===== src/rtl/imem_byte_loader.sv =====
// imem_byte_loader
// Accepts 32-bit instruction words over a valid/ready stream and writes each
// one into a byte-wide instruction memory as four consecutive byte writes,
// most significant byte first. One start pulse opens a session; the session
// ends on a word flagged in_last or after MAX_WORDS words.
//
// Parameters
//   BASE_ADDR      byte address where every session starts (bits [7:0] used)
//   MAX_WORDS      words per session before the loader stops on its own
// Ports
//   clk            system clock, rising edge
//   rst            asynchronous active-high reset
//   start          opens a session when idle, ignored otherwise
//   in_valid       in_word holds a word to store
//   in_word        instruction word
//   in_last        in_word is the final word of the session
//   in_ready       loader takes in_word on this cycle's rising edge
//   write_address  byte address to the memory write port ({24'b0, addr8})
//   write_data     byte to the memory write port
//   We             byte write enable
//   busy           session in progress
//   done           one-cycle pulse when the session ends
//   words_loaded   words completely written in the current/last session

module imem_byte_loader #(
  parameter logic [31:0] BASE_ADDR = 32'd0,
  parameter int unsigned MAX_WORDS = 64
) (
  input  logic        clk,
  input  logic        rst,
  input  logic        start,
  input  logic        in_valid,
  input  logic [31:0] in_word,
  input  logic        in_last,
  output logic        in_ready,
  output logic [31:0] write_address,
  output logic [7:0]  write_data,
  output logic        We,
  output logic        busy,
  output logic        done,
  output logic [7:0]  words_loaded
);

  localparam logic [8:0] MAX_W = MAX_WORDS[8:0];

  typedef enum logic [1:0] {
    IDLE,
    ACCEPT,
    WRITE,
    DONE
  } state_t;

  state_t      state;
  state_t      next_state;
  logic [7:0]  addr8;
  logic [1:0]  byte_idx;
  logic [23:0] word_rest;
  logic        last_reg;
  logic [8:0]  loaded_next;
  logic        session_end;

  // One bit wider than words_loaded so a MAX_WORDS of 256 still compares.
  assign loaded_next = {1'b0, words_loaded} + 9'd1;
  assign session_end = last_reg | (loaded_next >= MAX_W);

  // State register
  always_ff @(posedge clk or posedge rst) begin
    if (rst) begin
      state <= IDLE;
    end else begin
      state <= next_state;
    end
  end

  // Next-state logic and the state-decoded handshake/status outputs
  always_comb begin
    next_state = state;
    in_ready   = 1'b0;
    busy       = 1'b0;
    done       = 1'b0;
    case (state)
      IDLE: begin
        if (start) begin
          next_state = ACCEPT;
        end
      end
      ACCEPT: begin
        in_ready = 1'b1;
        busy     = 1'b1;
        if (in_valid) begin
          next_state = WRITE;
        end
      end
      WRITE: begin
        busy = 1'b1;
        if (byte_idx == 2'd3) begin
          next_state = session_end ? DONE : ACCEPT;
        end
      end
      DONE: begin
        done       = 1'b1;
        next_state = IDLE;
      end
      default: begin
        next_state = IDLE;
      end
    endcase
  end

  // Datapath. The accepting edge already launches byte 0 so the write port
  // is busy on the very next cycle; the remaining three bytes are shifted
  // out of word_rest. write_address/write_data keep their last value
  // whenever We drops.
  always_ff @(posedge clk or posedge rst) begin
    if (rst) begin
      addr8         <= 8'd0;
      byte_idx      <= 2'd0;
      word_rest     <= 24'd0;
      last_reg      <= 1'b0;
      We            <= 1'b0;
      write_address <= 32'd0;
      write_data    <= 8'd0;
      words_loaded  <= 8'd0;
    end else begin
      case (state)
        IDLE: begin
          if (start) begin
            addr8        <= BASE_ADDR[7:0];
            words_loaded <= 8'd0;
          end
        end
        ACCEPT: begin
          if (in_valid) begin
            We            <= 1'b1;
            write_address <= {24'd0, addr8};
            write_data    <= in_word[31:24];
            word_rest     <= in_word[23:0];
            last_reg      <= in_last;
            addr8         <= addr8 + 8'd1;
            byte_idx      <= 2'd0;
          end
        end
        WRITE: begin
          if (byte_idx == 2'd3) begin
            We           <= 1'b0;
            words_loaded <= loaded_next[7:0];
          end else begin
            byte_idx      <= byte_idx + 2'd1;
            write_address <= {24'd0, addr8};
            write_data    <= word_rest[23:16];
            word_rest     <= {word_rest[15:0], 8'h00};
            addr8         <= addr8 + 8'd1;
          end
        end
        default: begin
        end
      endcase
    end
  end

endmodule


===== config.mk =====
export PLATFORM = sky130hd
export DESIGN_NAME = imem_byte_loader
export DESIGN_NICKNAME = d
export VERILOG_FILES = /design/src/rtl/imem_byte_loader.sv
export SDC_FILE = /design/constraint.sdc
export NUM_CORES = 1
export LEC_CHECK = 0
export ABC_AREA = 1
export BUFFER_PORTS_ARGS = -buffer_cell sky130_fd_sc_hd__buf_2
export CAP_MARGIN = 15
export CORE_MARGIN = 3
export CORE_UTILIZATION = 45
export DETAILED_ROUTE_END_ITERATION = 6
export HOLD_SLACK_MARGIN = 0.05
export MAX_ROUTING_LAYER = met4
export PLACE_DENSITY = 0.79
export SLEW_MARGIN = 40
export SYNTH_ARGS = -nofsm -noshare
export SYNTH_HDL_FRONTEND = slang
export SYNTH_SLANG_ARGS = --single-unit

===== constraint.sdc =====
create_clock -name clk -period 1.8 [get_ports clk]
set_input_delay 0.09 -clock clk [delete_from_list [all_inputs] [get_ports clk]]
set_output_delay 0.09 -clock clk [all_outputs]
set_load 0.01 [all_outputs]

== Yosys cells after proc, flatten, opt, wreduce, memory -nomap -nowiden ==
Cells that the tools add are included.
Word-level totals
  memories: 0
  bits of input ports: 37
  flip-flop bits (word level): 86
  bits in latches: 0
  bits in read-only memories: 0
  memory bits (writable): 0
Cells by class
  shift-type cells: 0
  reductions and logical operators: 11
  mux-type cells: 29
  bitwise logic cells: 1
  equality and inequality tests: 8
  order comparisons: 1
  add/sub/neg operators: 3
  div/mod/pow operators: 0
  $mul: 0
Operators by type and width (count)
  $mux 32: 2
  $pmux 32 s2: 1
  $mux 24: 2
  $mux 8: 6
  $pmux 24 s2: 1
  $pmux 8 s2: 2
  $pmux 8 s3: 1
  $mux 2: 6
  $reduce_and 3->1: 4
  $add 8x1->9 const B: 1
  $ge 9x7->1 const B: 1
  $add 8x1->8 const B: 1
  $ne 2x2->1 const B: 4
  $pmux 2 s4: 1
  $eq 2x2->1 const B: 3
  $mux 1: 5
  $pmux 2 s2: 1
  $reduce_and 4->1: 1
  $reduce_bool 2->1: 2
  $reduce_bool 3->1: 1
  $add 2x1->2 const B: 1
  $eq 2x1->1 const B: 1
  $logic_not 2->1: 1
  $pmux 1 s2: 1
  3 further kinds: 3

== Logic depth before layout (Yosys ltp) ==
  word-level depth: 6
  depth in mapped cells: 11
  gate-level depth less buffers: 11

== Worst setup path before layout ==
OpenSTA, ideal clock, no wires.
  path type: flip-flop to flip-flop
  start point: register state[0]
  end point: register word_rest[10]
  stages on the path, launching flop included: 8
  slack: 0.182 ns
  period minus slack after synthesis: 1.618 ns
  library setup time: 0.126 ns
  arrival: 1.492 ns
  cells stage by stage: dfrtp_1 > inv_1 > ha_1 > nand2_2 > nor2_4 > buf_4 > buf_6 > a31oi_1
Between the ends
  cells in the longest elaborated chain, start to end: 3
  elaborated cells between the ends (all ways): 7
  classes of those cells: eq/ne: 4; mux: 1; reduce/logical: 2
RTL lines
  start: declaration: line 53  | state_t state;
  start signal: assignment: line 71  | state <= next_state;
  $eq 2x2->1 / $eq 2x1->1 (equally long branches): line 125  | case (state)
  $ne 2x2->1 (no line) / $reduce_bool 2->1 (equally long branches)
  $reduce_and 3->1 (no line)
  end signal: assignment: line 137  | word_rest <= in_word[23:0];
  end signal: assignment: line 151  | word_rest <= {word_rest[15:0], 8'h00};
  end: declaration: line 57  | logic [23:0] word_rest;
Several ways; a longest one is shown, not always the timed one.
A chain may end at the register's enable or synchronous reset.

== Final worst setup path ==
  start point: register state[0]
  end point: register word_rest[17]
Same word-level chain as after synthesis.

==> run metrics <==
Root Driver clkbuf_8; Hold Vio Cnt, Final 0; fill count 530; Crit path arrival time 1.95 ns; global-route wire length before repair 11700 um; 1st-iter DRT viols 183; Top reg by flops word_rest; Post-DRT Antenna Nets 0; main flop type after synthesis dfrtp_1; Avg Synthesized Cell Area 8.44 um2; CTS H-tree depth 3; sequential power share 0.311; maximum root-to-sink buffer count 2; most common cell after layout, fill and taps aside nand2_1; core area 6570 um2; CP Launch Type flop; most frequent cells in the layout nand2_1, buf_2, dfrtp_1, nor2_1, dlygate4sd3_1; Wirelength per Cell 12.8 um; Clk network pwr share 0.171; Clock Skew 0.00748 ns; status finished clean; GRT overflow 0; Crit Path Max Fanout 12; worst slack, placed 0.0121 ns; Rows 29; I/O Buffers 64; # nets final 525; Pwr Density ~1700 nW/um2; die height 89.5 um; Via Count 2763; Final WS setup 0.107 ns; clock slew at reported path FFs 0.08 ns; share of layout cells above drive strength 1 0.243; dpl hpwl 4700 um; WL final 7370 um; met2 WL post-DR 3730 um; Distinct cells, synth 31; minimum clock period 1.69 ns; Synth Instances approximately 370; top cells by area, synth dfrtp_1, nand2_1, buf_4, a31oi_1, nor2_1; vias in the first global route 2550; EDFF count, synth 0; Die ar. 8010 um2; worst hold margin 0.164 ns; flops & latches, synth 62; area grow syn2layout 32.4%; Post-Syn Area 3140 um2; WL met3 373 um; Switching Fraction 0.422; cell accounting for the most synthesized area dfrtp_1; I/O pin cnt 89; NetSw 2.99 mW; peak supply drop approximately 960 uV; Global Route Usage Sum 0.196; WL met1 around 3200 um; sequential fraction of the synthesis area 0.494; Vias/cell 4.78; CTS sink cnt 62; CP endpoint kind flop; Setup Crit Path Kind flop to flop; Slew Viols, Final 0; DRC Markers 0; cell internal pwr 4.11 mW; WP data required 2.06 ns; antenna violations before repair 0; later-pin clock latency in the skew report 0.34 ns; pin count of the biggest net entering global routing 63; Comb power frac 0.518; worst hold path class input port to flop; max reg flops 24; total CTS buffers 9; Max Freq 591 MHz; leakage 2.04 nW; fin crit share 0.941; ys async rst share 1.00; Max Cap Violations 0; CTS tree yes; Yosys top cell area share 0.494; setup violators final 0; ant diodes 0; Top Metal Used met4; Die Wd 89.5 um; Initial DRT Pass Iterations 4; Starting Density 0.478; GPL Wtd Cong 0.907; Ys Warns 0
## per-layer routing
metal,GRT usage,up-vias
li1,-,1380
met1,0.241,1304
met2,0.310,73
met3,0.0516,6
met4,0.0731,0
met5,-,-
## repair_timing
action                                  in CTS  in global routing
endpoints found under the setup margin       1                 11
hold buffers                                35                  0
pin swaps                                    0                  2
hold endpoints to repair                    96                  0
cloned                                       0                  3
setup buffers                                0                  3
resized for setup                            1                  8
## cell type report
| class | instances | area [um2] | share of cell area |
|---|---|---|---|
| Clock buffer | 9 | 124 | 0.0298 |
| Clock inverter | 7 | 75.1 | 0.0181 |
| Inverter | 25 | 96.3 | 0.0232 |
| Multi-Input combinational cell | 270 | 1330 | 0.320 |
| Sequential cell | 62 | 1550 | 0.373 |
| Tap cell | 93 | 116 | 0.0280 |
| Timing Repair Buffer | 112 | 862 | 0.207 |
## critical path, stage by stage, from the launching register on
cell and delay (ns):
dfrtp_1 0.41, inv_1 0.11, ha_1 0.34, nand2_2 0.09
nor2_4 0.17, buf_12 0.14, clkbuf_16 0.15, nor2_1 0.05
a31oi_1 0.16
## kinds of logic after synthesis
group / share of synthesized area
buffers and inverters: 0.116
adder cells (fa/ha/maj): 0.0319
XOR/XNOR: 0.00837
AO/OA/AOI/OAI: 0.110
flip-flops: 0.494
other: 0.00119
AND/OR/NAND/NOR: 0.235
multiplexers: 0.00359
## metrics by stage
stage / util / cells / power (mW) / TNS, ns / cell area (um2)
after global placement: 0.528 / 521 / 5.07 / 0 / 3470
after floorplan: - / 395 / 4.56 / 0 / 3230
after detailed placement: 0.528 / 521 / 5.20 / 0 / 3470
final: 0.633 / 578 / 7.10 / 0 / 4160
after CTS: 0.613 / 572 / 6.51 / 0 / 4020
after global routing: 0.633 / 578 / 7.71 / -0.0412 / 4160
## power by group through the flow
stage	sequential (mW)	combinational [mW]	clock, mW
floorplan	2.23	2.33	0
global route	2.26	4.14	1.31
global placement	2.19	2.88	0
detailed placement	2.23	2.97	0
finish	2.21	3.67	1.22
CTS	2.20	3.06	1.24
## final timing paths
path | startpoint | cells past startpoint | endpoint | slack (ns)
setup / recovery | state[0]$_DFFE_PP0P_ | 8 | word_rest[17]$_DFFE_PP0P_ | 0.11
hold / removal | start | 5 | words_loaded[4]$_DFFE_PP0P_ | 0.16
setup reg to reg | state[0]$_DFFE_PP0P_ | 8 | word_rest[17]$_DFFE_PP0P_ | 0.11
hold reg to reg | word_rest[6]$_DFFE_PP0P_ | 2 | word_rest[6]$_DFFE_PP0P_ | 0.48
max in group asynchronous | rst | 4 | word_rest[0]$_DFFE_PP0P_ | 1.17
min in group asynchronous | rst | 4 | addr8[0]$_DFFE_PP0P_ | 0.33
## cell usage after synthesis (5+ instances only)
cell	n
inv_1	19
buf_4	29
nand3_1	19
o21ai_1	9
a21oi_1	6
inv_2	5
ha_1	8
nor2_1	35
nor2_2	6
o21ai_0	12
nand2_1	106
a31oi_1	24
dfrtp_1	62
Power figures use the tool's default switching activity.
